File: src/rtl/din7seg_mux.sv
// Multiplexed 7-segment driver: digit scan, hex decode, brightness PWM with a dark guard
// sub-step, leading-zero suppression and frame-aligned shadow latching of the display data.
module din7seg_mux #(
  parameter int unsigned DIGITS      = 8,
  parameter int unsigned IN_CLOCK    = 50_000_000,
  parameter int unsigned REFRESH_HZ  = 100,
  parameter int unsigned STEP_CYC    = IN_CLOCK / (REFRESH_HZ * DIGITS * 16),
  parameter bit          SEG_ACT_LOW = 1'b1,
  parameter bit          DIG_ACT_LOW = 1'b1
) (
  input  logic                  clk,
  input  logic                  rst_n,
  input  logic [4*DIGITS-1:0]   data,
  input  logic [DIGITS-1:0]     dp,
  input  logic [DIGITS-1:0]     blank,
  input  logic [3:0]            bright,
  input  logic                  lz_en,
  input  logic                  freeze,
  output logic [7:0]            SEG,
  output logic [DIGITS-1:0]     DIG,
  output logic                  frame_start
);

  localparam int SW = (STEP_CYC > 1) ? $clog2(STEP_CYC) : 1;
  localparam int DW = $clog2(DIGITS);
  localparam logic [7:0]        SEG_INV = SEG_ACT_LOW ? 8'hFF : 8'h00;
  localparam logic [DIGITS-1:0] DIG_INV = {DIGITS{DIG_ACT_LOW}};

  logic [SW-1:0]       step_q, step_d;
  logic [3:0]          sub_q, sub_d;
  logic [DW-1:0]       digit_q, digit_d;
  logic [4*DIGITS-1:0] data_sh_q;
  logic [DIGITS-1:0]   dp_sh_q, blank_sh_q;
  logic                lz_sh_q;
  logic                boot_q;
  logic [7:0]          seg_q, seg_d;
  logic [DIGITS-1:0]   dig_q, dig_d;
  logic                fs_q, fs_d;

  logic                step_wrap, sub_wrap, frame_wrap, load;
  logic                drive, run;
  logic [DIGITS-1:0]   supp, dig_1h;
  logic [3:0]          nib;
  logic [7:0]          seg_on;

  function automatic logic [6:0] hex7(input logic [3:0] n);
    case (n)
      4'h0: hex7 = 7'h3F;  4'h1: hex7 = 7'h06;  4'h2: hex7 = 7'h5B;  4'h3: hex7 = 7'h4F;
      4'h4: hex7 = 7'h66;  4'h5: hex7 = 7'h6D;  4'h6: hex7 = 7'h7D;  4'h7: hex7 = 7'h07;
      4'h8: hex7 = 7'h7F;  4'h9: hex7 = 7'h6F;  4'hA: hex7 = 7'h77;  4'hB: hex7 = 7'h7C;
      4'hC: hex7 = 7'h39;  4'hD: hex7 = 7'h5E;  4'hE: hex7 = 7'h79;  default: hex7 = 7'h71;
    endcase
  endfunction

  always_comb begin
    step_wrap  = (step_q == SW'(STEP_CYC - 1));
    sub_wrap   = step_wrap && (sub_q == 4'hF);
    frame_wrap = sub_wrap && (digit_q == DW'(DIGITS - 1));
    step_d     = step_wrap ? '0 : step_q + 1'b1;
    sub_d      = step_wrap ? sub_q + 4'd1 : sub_q;
    digit_d    = sub_wrap ? (frame_wrap ? '0 : digit_q + 1'b1) : digit_q;
    // Shadow reload coincides with the dark guard step of digit 0, so no torn frame is shown.
    load       = boot_q || (frame_wrap && !freeze);
  end

  // Leading-zero scan from the most significant digit down; digit 0 always shows.
  always_comb begin
    supp = '0;
    run  = lz_sh_q;
    for (int i = DIGITS - 1; i >= 1; i--) begin
      if (run && (data_sh_q[4*i +: 4] == 4'h0) && !dp_sh_q[i]) supp[i] = 1'b1;
      else run = 1'b0;
    end
  end

  always_comb begin
    nib    = data_sh_q[{digit_q, 2'b00} +: 4];
    drive  = (sub_q != 4'd0) && (sub_q <= bright);
    seg_on = (blank_sh_q[digit_q] || supp[digit_q]) ? 8'h00 : {dp_sh_q[digit_q], hex7(nib)};
    dig_1h = '0;
    dig_1h[digit_q] = 1'b1;
    seg_d  = (drive ? seg_on : 8'h00) ^ SEG_INV;
    dig_d  = (drive ? dig_1h : '0) ^ DIG_INV;
    fs_d   = (step_q == '0) && (sub_q == 4'd0) && (digit_q == '0);
  end

  always_ff @(posedge clk or negedge rst_n) begin
    if (!rst_n) begin
      step_q     <= '0;
      sub_q      <= '0;
      digit_q    <= '0;
      data_sh_q  <= '0;
      dp_sh_q    <= '0;
      blank_sh_q <= '0;
      lz_sh_q    <= 1'b0;
      boot_q     <= 1'b1;
      seg_q      <= SEG_INV;
      dig_q      <= DIG_INV;
      fs_q       <= 1'b0;
    end else begin
      step_q  <= step_d;
      sub_q   <= sub_d;
      digit_q <= digit_d;
      boot_q  <= 1'b0;
      if (load) begin
        data_sh_q  <= data;
        dp_sh_q    <= dp;
        blank_sh_q <= blank;
        lz_sh_q    <= lz_en;
      end
      seg_q <= seg_d;
      dig_q <= dig_d;
      fs_q  <= fs_d;
    end
  end

  assign SEG         = seg_q;
  assign DIG         = dig_q;
  assign frame_start = fs_q;

endmodule

File: config.mk
export PLATFORM = sky130hd
export DESIGN_NAME = din7seg_mux
export DESIGN_NICKNAME = d
export VERILOG_FILES = /design/src/rtl/din7seg_mux.sv
export SDC_FILE = /design/constraint.sdc
export NUM_CORES = 1
export LEC_CHECK = 0
export CAP_MARGIN = 20
export CORE_MARGIN = 1.5
export CORE_UTILIZATION = 35
export DETAILED_ROUTE_END_ITERATION = 8
export PLACE_DENSITY = 0.58
export SETUP_SLACK_MARGIN = 0.4
export SLEW_MARGIN = 10
export SYNTH_ARGS = -nofsm -noshare
export SYNTH_HDL_FRONTEND = slang
export SYNTH_SLANG_ARGS = --single-unit
File: constraint.sdc
create_clock -name clk -period 3.51 [get_ports clk]
set_clock_uncertainty 0.05 [all_clocks]
set_input_delay 0.351 -clock clk [delete_from_list [all_inputs] [get_ports clk]]
set_output_delay 0.351 -clock clk [all_outputs]
set_load 0.005 [all_outputs]
==> results of run 1 <==
## worst max-delay path by stage
stage | depth (start not counted) | end | from | slack (ps)
after floorplan | 12 | SEG[6]$_DFF_PN1_ | digit_q[0]$_DFFE_PN0P_ | 790
after global placement | 7 | data_sh_q[18]$_DFFE_PN0P_ | step_q[3]$_DFF_PN0_ | 730
after detailed placement | 7 | data_sh_q[15]$_DFFE_PN0P_ | step_q[3]$_DFF_PN0_ | 640
after CTS | 7 | data_sh_q[21]$_DFFE_PN0P_ | step_q[3]$_DFF_PN0_ | 620
after global routing | 7 | blank_sh_q[0]$_DFFE_PN0P_ | step_q[3]$_DFF_PN0_ | 520
final | 7 | data_sh_q[21]$_DFFE_PN0P_ | step_q[3]$_DFF_PN0_ | 620
## kinds of logic after synthesis
family	after synthesis	synth area share
and+or+nand+nor	90	0.115
AOI/OAI and AO/OA	40	0.0670
xor gates and xnor gates	11	0.0223
muxes	71	0.208
buffers and inverters	32	0.0334
other	1	0.000869
adders and majority gates	17	0.0493
DFF	86	0.504
## Yosys cell counts (4+ instances only)
cell      count  area (um^2)
dfrtp_1      69         1730
mux2_2       39          439
nand2_1      21         78.8
dfstp_2      17          447
ha_1         17          213
inv_1        17         63.8
nor2_1       16         60.1
mux2i_1      15          150
mux2_4       10          150
nand3_1      10         50.1
nand4_1      10         62.6
o21ai_0      10         50.1
xnor2_1       8         70.1
mux4_2        7          158
a21oi_1       5         25.0
a22o_1        5         43.8
clkbuf_1      5         18.8
or4_1         5         37.5
buf_2         4         20.0
## state kept, by name (all words and copies together), names as in the netlist
| name | flops |
|---|---|
| boot_q | 1 |
| digit_q | 3 |
| step_q | 12 |
| lz_sh_q | 1 |
| data_sh_q | 32 |
| frame_start | 1 |
| blank_sh_q | 8 |
| sub_q | 4 |
| DIG | 8 |
| dp_sh_q | 8 |
| SEG | 8 |
## critical path: stages, from the launching register on
cell	delay, ps
dfrtp_1	420
or4_4	580
nor4_4	270
buf_4	230
and4_1	380
a31oi_4	110
buf_4	330
mux2_4	380
## repair_timing
action                                 4_1_cts  5_1_grt
hold buffers                                 0        1
buffers inserted                             0        0
endpoints found under the hold margin        0        8
resized for setup                            0        0
## metal layers
layer	share of wire	wire length, um	global-route usage	vias up
li1	-	-	-	1412
met1	0.48	4610	0.224	1452
met2	0.46	4330	0.245	69
met3	0.045	427	0.0345	10
met4	0.016	149	0.0508	0
met5	0	0	0	-
## cell type report
class,count,area share
clock inverter,7,0.00890
multi-input combinational,230,0.364
sequential,86,0.397
inverter,18,0.0123
clock buffer,9,0.0411
timing repair buffer,79,0.143
tap,147,0.0336
## power groups by stage
stage | Clock (mW) | Combinational (mW) | Sequential [mW]
finish | 0.885 | 0.262 | 1.10
global route | 0.960 | 0.289 | 1.10
CTS | 0.911 | 0.262 | 1.10
detailed placement | 0 | 0.260 | 1.11
global placement | 0 | 0.255 | 1.11
floorplan | 0 | 0.153 | 1.09
## through the flow
step                 util  power (mW)  worst slack (ps)  hold slack [ps]
floorplan               -        1.25               791             5.41
global placement    0.431        1.37               727              435
detailed placement  0.431        1.37               642              443
CTS                 0.454        2.27               622              216
global route        0.456        2.35               515              475
finish              0.456        2.24               615              451
==> results.json, run 1 <==
{
  "hpwl_um": 6820,
  "dieArea_um2": 13000,
  "cp_max_fo": 49,
  "place_inst": 558,
  "fill_cells": 1152,
  "cts_buffer_depth": 2,
  "switching_share": 0.247,
  "most-common-layout-cells": "clkdlybuf4s50_1, dfrtp_1, mux2_2",
  "clkPwrFrac": 0.395,
  "port_buffers": 72,
  "drt_wl_total_um": 9520,
  "core_um2": 12000,
  "p_switching_mw": 0.554,
  "p_int_mw": 1.69,
  "worst_pin_slew_ps": 679,
  "via_count": 2943,
  "place_congestion": 0.783,
  "fmax_ghz": 0.345,
  "antenna_cells": 0,
  "rows": 40,
  "drt_pass1_iterations": 4,
  "hp-class": "register to register",
  "run_status": "finished clean",
  "antenna_found_initial": 0,
  "synth-seq-area-share": 0.504,
  "rr_worst_depth": 7,
  "fp.dieW_um": 114,
  "period_share": 0.825,
  "fin_tns_setup_ps": 0,
  "routed_via_density": 5.11,
  "track_usage": 0.159,
  "peakVddDrop_uv": 212,
  "io_pins": 73,
  "synth_seq_cells": 86,
  "wl_per_cell_um": 16.5,
  "synth_area_um2": 4310,
  "grt_pass1_vias": 3003,
  "die_height_um": 114,
  "combPwrFrac": 0.117,
  "cts_num_sinks": 86,
  "power_density_nw_per_um2": 409,
  "critPathKind": "register to register",
  "yosys_warnings": 0,
  "cts_buffers": 9,
  "p_leak_nw": 2.23,
  "final_common_cell": "clkdlybuf4s50_1",
  "max_slew_margin": 0.547,
  "min_from": "blank_sh_q[5]$_DFFE_PN0P_",
  "syn_avg_cell_area_um2": 12.4,
  "finalCriticalPeriod_ps": 2890,
  "syn_inst": 348,
  "power_frac_seq": 0.489,
  "detail-route-antenna-nets": 0,
  "rsz0062_at_grt": "false",
  "finalNonFillerCells": 576,
  "seq_area_um2": 2170,
  "nets": 497,
  "maxSlewViolCount": 0,
  "worstReg2RegStart": "step_q[3]$_DFF_PN0_",
  "max_cap_viol_count": 0,
  "min_to": "blank_sh_q[5]$_DFFE_PN0P_",
  "reg2reg_slack_ps": 620,
  "layout-drive-gt1-share": 0.233,
  "grt_max_degree": 87,
  "cts_tree": "yes",
  "setup_viol": 0,
  "finalInstanceArea_um2": 5480,
  "synthesis.nets": 421,
  "grt_first_pass_wirelength_um": 15800,
  "htree_levels": 3,
  "end_kind": "register",
  "ys_types": 55,
  "syn_to_final_growth_pct": 27.1,
  "yosys_most_used_dff": "dfrtp_1",
  "r2r-end": "data_sh_q[21]$_DFFE_PN0P_",
  "crit_arrival_ps": 3070,
  "min_path_cells": 1,
  "synth_edf_count": 0,
  "clk_latency_ps": 330,
  "initial_utilization": 0.359,
  "drt_iter0_drc": 115,
  "gr-total-overflow": 0,
  "multi_input_area_um2": 2000,
  "synthArstFlopShare": 1.00,
  "cts-root-buf": "clkbuf_16",
  "critPathRequiredTime_ps": 3680,
  "placed_area_um2": 5180,
  "finalHoldViolCount": 0,
  "critPathLaunchType": "register",
  "cts.clk_slew.worst_paths_ps": 60,
  "drc_errors": 0
}
Power figures use the tool's default switching activity.
==> run 2: changes to the inputs <==
--- a/config.mk
+++ b/config.mk
@@ -9,7 +9,7 @@
 export CORE_MARGIN = 1.5
 export CORE_UTILIZATION = 35
 export DETAILED_ROUTE_END_ITERATION = 8
-export PLACE_DENSITY = 0.58
+export PLACE_DENSITY = 0.6
 export SETUP_SLACK_MARGIN = 0.4
 export SLEW_MARGIN = 10
 export SYNTH_ARGS = -nofsm -noshare
==> constraint.sdc (replaced) <==
create_clock -name clk -period 2.6 [get_ports clk]
set_clock_uncertainty 0.05 [all_clocks]
set_input_delay 0.26 -clock clk [delete_from_list [all_inputs] [get_ports clk]]
set_output_delay 0.26 -clock clk [all_outputs]
set_load 0.005 [all_outputs]
==> run 2 against run 1 <==
  * Design area rose by 4.0%
  * Via count grew 3.4%
  * Clock-buffer cell count is the same
  * Register-to-register slack got worse by 250 ps
  * Non-clock buffer count grew 15
  * Combinational power grew 47%
  * Final cell count increased by 2.6%
  * Largest cell class unchanged
==> results.json, run 2 (same netlist as run 1, synthesis figures left out) <==
{
  "worst_pin_slew_ps": 543,
  "via_count": 3042,
  "most-common-layout-cells": "clkdlybuf4s50_1, dfrtp_1, mux2_2",
  "place_congestion": 0.789,
  "syn_to_final_growth_pct": 32.2,
  "regMostFlops": "data_sh_q",
  "cts.clk_slew.worst_paths_ps": 70,
  "final_common_cell": "clkdlybuf4s50_1",
  "reg.largest.list": "data_sh_q x32, step_q x12",
  "critPathRequiredTime_ps": 2770,
  "place_ws_ps": 228,
  "peakVddDrop_uv": 324,
  "clk_latency_ps": 330,
  "cp_max_fo": 13,
  "max_slew_margin": 0.638,
  "drt_pass1_iterations": 4,
  "grt_pass1_vias": 3082,
  "run_status": "finished clean",
  "die_height_um": 114,
  "fmax_ghz": 0.448,
  "drc_errors": 0,
  "finalNonFillerCells": 591,
  "routed_via_density": 5.15,
  "placed_area_um2": 5240,
  "detail-route-antenna-nets": 0,
  "antenna_cells": 0,
  "power_density_nw_per_um2": 535,
  "hpwl_um": 6890,
  "rsz0062_at_grt": "true",
  "drt_iter0_drc": 139,
  "crit_arrival_ps": 2410,
  "finalCriticalPeriod_ps": 2230,
  "layout-drive-gt1-share": 0.291,
  "critPathLaunchType": "register",
  "period_share": 0.859,
  "max_cap_viol_count": 0,
  "maxSlewViolCount": 0,
  "p_leak_nw": 2.32,
  "core_um2": 12000,
  "cts_tree": "yes",
  "antenna_found_initial": 0,
  "p_switching_mw": 0.747,
  "layout_setup_ws_ps": 367,
  "finalHoldViolCount": 0,
  "power_mw": 3.05,
  "largest_reg_flops": 32,
  "power_frac_seq": 0.486,
  "grt_first_pass_wirelength_um": 16000,
  "cts_buffer_depth": 2,
  "place_inst": 563,
  "wl_per_cell_um": 16.5,
  "finalInstanceArea_um2": 5700,
  "initial_utilization": 0.359,
  "htree_levels": 3,
  "track_usage": 0.159,
  "rows": 40,
  "clkPwrFrac": 0.387,
  "gr-total-overflow": 0,
  "dieArea_um2": 13000,
  "io_pins": 73,
  "cts-root-buf": "clkbuf_16",
  "fin_tns_setup_ps": 0,
  "grt_max_degree": 87,
  "cts_num_sinks": 86,
  "p_int_mw": 2.30,
  "combPwrFrac": 0.126,
  "post-route-util": 0.475,
  "nets": 512,
  "drt_wl_total_um": 9750,
  "setup_viol": 0,
  "cts_buffers": 9,
  "fp.dieW_um": 114,
  "critPathKind": "register to register",
  "port_buffers": 72,
  "hold_slack_ps": 403,
  "hp-class": "primary input to async pin",
  "switching_share": 0.245,
  "end_kind": "register"
}
-- run 2: power groups by stage --
stage               Sequential (mW)  Clock [mW]  Combinational, mW
floorplan                      1.48           0              0.209
global placement               1.50           0              0.349
detailed placement             1.50           0              0.359
CTS                            1.48        1.21              0.367
global route                   1.49        1.28              0.424
finish                         1.48        1.18              0.385
-- run 2: final cells by class --
cell class | count | area (um^2)
timing repair buffer | 94 | 957
sequential | 86 | 2180
tap | 147 | 184
clock inverter | 7 | 50.0
multi-input combinational | 230 | 2030
clock buffer | 9 | 225
inverter | 18 | 71.3
fill | 1117 | 6310
-- run 2: final timing paths --
path | start | cells after the start | slack [ps] | to
max reg2reg | step_q[5]$_DFF_PN0_ | 6 | 370 | data_sh_q[21]$_DFFE_PN0P_
min | rst_n | 2 | 400 | blank_sh_q[6]$_DFFE_PN0P_
min in group clk | step_q[5]$_DFF_PN0_ | 1 | 440 | step_q[5]$_DFF_PN0_
max in group asynchronous | rst_n | 3 | 1420 | SEG[1]$_DFF_PN1_
max | step_q[5]$_DFF_PN0_ | 6 | 370 | data_sh_q[21]$_DFFE_PN0P_
min reg2reg | step_q[5]$_DFF_PN0_ | 1 | 440 | step_q[5]$_DFF_PN0_
-- run 2: layer usage --
layer  GRT usage  vias to the layer above  routed length [um]
met5           0                        -                   0
met4      0.0483                        0                 139
met3      0.0377                       11                 451
met2       0.242                       70                4450
met1       0.227                     1519                4710
li1            -                     1442                   -
-- run 2: worst max-delay path: stages (launching register included) --
cell	delay [ps]
dfrtp_1	390
or4_4	560
nor4_4	160
and4_4	280
a31oi_4	160
buf_12	210
mux2_4	300
-- run 2: what timing repair did --
action,in CTS,in global routing
cloned,1,2
hold buffers,0,1
pin swaps,1,2
buffers inserted,3,4
hold endpoints to repair,0,26
gates resized for setup,7,12
endpoints found under the setup margin,55,56
==> run 3: changes to the inputs <==
==> constraint.sdc (replaced) <==
create_clock -name clk -period 2 [get_ports clk]
set_clock_uncertainty 0.05 [all_clocks]
set_input_delay 0.2 -clock clk [delete_from_list [all_inputs] [get_ports clk]]
set_output_delay 0.2 -clock clk [all_outputs]
set_load 0.005 [all_outputs]
==> run 3 against run 2 <==
  * The run now ends with negative setup slack left
  * Critical path depth did not move
  * Power rose by 42%
  * Worst hold slack got worse by 61 ps
  * Combinational power rose by 56%
  * Via count rose by 6.3%
  * Sequential power rose by 30%
  * Die area did not move
  * Routed wire length rose by 6.8%
  * Non-clock buffer count rose by 47
  * Core utilization rose by 6.5 points
  * Sequential cell count did not move
  * Critical endpoint unchanged
  * Largest cell class is now multi-input combinational cells
  * Highest routed layer unchanged
==> results.json, run 3 (same netlist as run 1, synthesis figures left out) <==
{
  "run_status": "complete, but fails checks",
  "violations": "negative setup slack",
  "reg2reg_slack_ps": -210,
  "crit_chain": "or4_4 -> nor4_4 -> and4_4 -> a31oi_4 -> buf_12 -> mux2_4",
  "multi_input_area_um2": 2380,
  "grt_pass1_vias": 3273,
  "cp_max_fo": 41,
  "clk_latency_ps": 340,
  "period_share": 1.11,
  "fin_tns_setup_ps": -8630,
  "grt_max_degree": 45,
  "htree_levels": 3,
  "wl_per_cell_um": 16.3,
  "cts_buffers": 9,
  "rsz0062_at_grt": "true",
  "end_kind": "register",
  "nets": 559,
  "reg.largest.list": "data_sh_q x32, step_q x12",
  "layout_setup_ws_ps": -212,
  "detail-route-antenna-nets": 0,
  "routed_via_density": 5.07,
  "cts_tree": "yes",
  "drt_wl_total_um": 10400,
  "maxSlewViolCount": 0,
  "rows": 40,
  "hp-class": "primary input to async pin",
  "fmax_ghz": 0.452,
  "finalCriticalPeriod_ps": 2210,
  "layout-drive-gt1-share": 0.468,
  "setup_viol": 54,
  "drt_pass1_iterations": 6,
  "antenna_cells": 0,
  "antenna_found_initial": 0,
  "p_leak_nw": 2.62,
  "grt_first_pass_wirelength_um": 17000,
  "cts_num_sinks": 86,
  "largest_reg_flops": 32,
  "drt_iter0_drc": 103,
  "cts_buffer_depth": 2,
  "critPathLaunchType": "register",
  "max_slew_margin": 0.626,
  "cp_slowest_stage_delay_ps": 560,
  "initial_utilization": 0.359,
  "hold_slack_ps": 342,
  "finalHoldViolCount": 0,
  "io_pins": 73,
  "power_density_nw_per_um2": 667,
  "worst_pin_slew_ps": 561,
  "die_height_um": 114,
  "syn_to_final_growth_pct": 50.2,
  "critPathRequiredTime_ps": 2180,
  "cts-root-buf": "clkbuf_16",
  "regMostFlops": "data_sh_q",
  "core_um2": 12000,
  "critPathKind": "register to register",
  "drc_errors": 0,
  "port_buffers": 72,
  "cp_top_family": "simple AND/OR/NAND/NOR gates",
  "fp.dieW_um": 114,
  "peakVddDrop_uv": 403,
  "place_congestion": 0.813,
  "track_usage": 0.171,
  "hpwl_um": 7630,
  "crit_arrival_ps": 2390,
  "final_common_cell": "dfrtp_1",
  "most-common-layout-cells": "dfrtp_1, clkdlybuf4s50_1, buf_4",
  "max_cap_viol_count": 0,
  "fill_cells": 1047,
  "slowest_stage": "or4_4",
  "seq_area_um2": 2180,
  "cts.clk_slew.worst_paths_ps": 70,
  "gr-total-overflow": 0,
  "via_count": 3235,
  "dieArea_um2": 13000,
  "crit_buf_inv": 1
}
==> run 3: changes by cell type in the layout (fill, tap and decap cells not counted), sizes merged <==
cell / change
buf: +49
clkdlybuf4s50: -16
dlygate4sd2: +16
bufinv: +2
clkinvlp: -2
clkinv: -1
inv: -1
==> run 3: final timing paths <==
kind | from | to | cells past startpoint
hold reg to reg | blank_sh_q[0]$_DFFE_PN0P_ | blank_sh_q[0]$_DFFE_PN0P_ | 1
max in group asynchronous | rst_n | SEG[1]$_DFF_PN1_ | 3
hold / removal | rst_n | data_sh_q[1]$_DFFE_PN0P_ | 2
setup reg to reg | step_q[5]$_DFF_PN0_ | data_sh_q[21]$_DFFE_PN0P_ | 6
min in group clk | data[13] | data_sh_q[13]$_DFFE_PN0P_ | 2
setup / recovery | step_q[5]$_DFF_PN0_ | data_sh_q[21]$_DFFE_PN0P_ | 6
==> run 3: where the power goes <==
group | switching [mW] | internal [mW] | leakage [nW] | total [mW]
combinational | 0.235 | 0.365 | 1.46 | 0.600
clock | 0.690 | 1.10 | 0.146 | 1.79
sequential | 0.0869 | 1.84 | 1.01 | 1.93
==> run 3: timing repair <==
action / CTS / global route
pin swaps: 23 / 14
hold endpoints to repair: 27 / 0
setup buffers: 11 / 9
gates resized for setup: 63 / 45
setup endpoints to repair: 91 / 81
gates cloned: 0 / 0
hold buffers: 1 / 0
==> run 3: area by class of cell <==
class                           instances  area share
Multi-Input combinational cell        230       0.367
Sequential cell                        86       0.336
Timing Repair Buffer                  141       0.208
Clock buffer                           11      0.0359
Tap cell                              147      0.0284
Clock inverter                          5      0.0129
Inverter                               18      0.0118
==> run 3: through the flow <==
stage | cell area (um^2) | setup slack [ps] | instances | total power [mW] | util
floorplan | 4480 | -333 | 348 | 2.22 | -
global placement | 5660 | -171 | 601 | 2.47 | 0.471
detailed placement | 5660 | -209 | 601 | 2.49 | 0.471
CTS | 6210 | -191 | 629 | 4.33 | 0.517
global route | 6480 | -272 | 638 | 4.51 | 0.539
finish | 6480 | -212 | 638 | 4.32 | 0.539
==> run 3: per-layer routing <==
layer	vias up	GRT usage	part of all wire
li1	1542	-	-
met1	1603	0.236	0.48
met2	70	0.259	0.46
met3	20	0.0313	0.033
met4	0	0.0883	0.028
met5	-	0	0
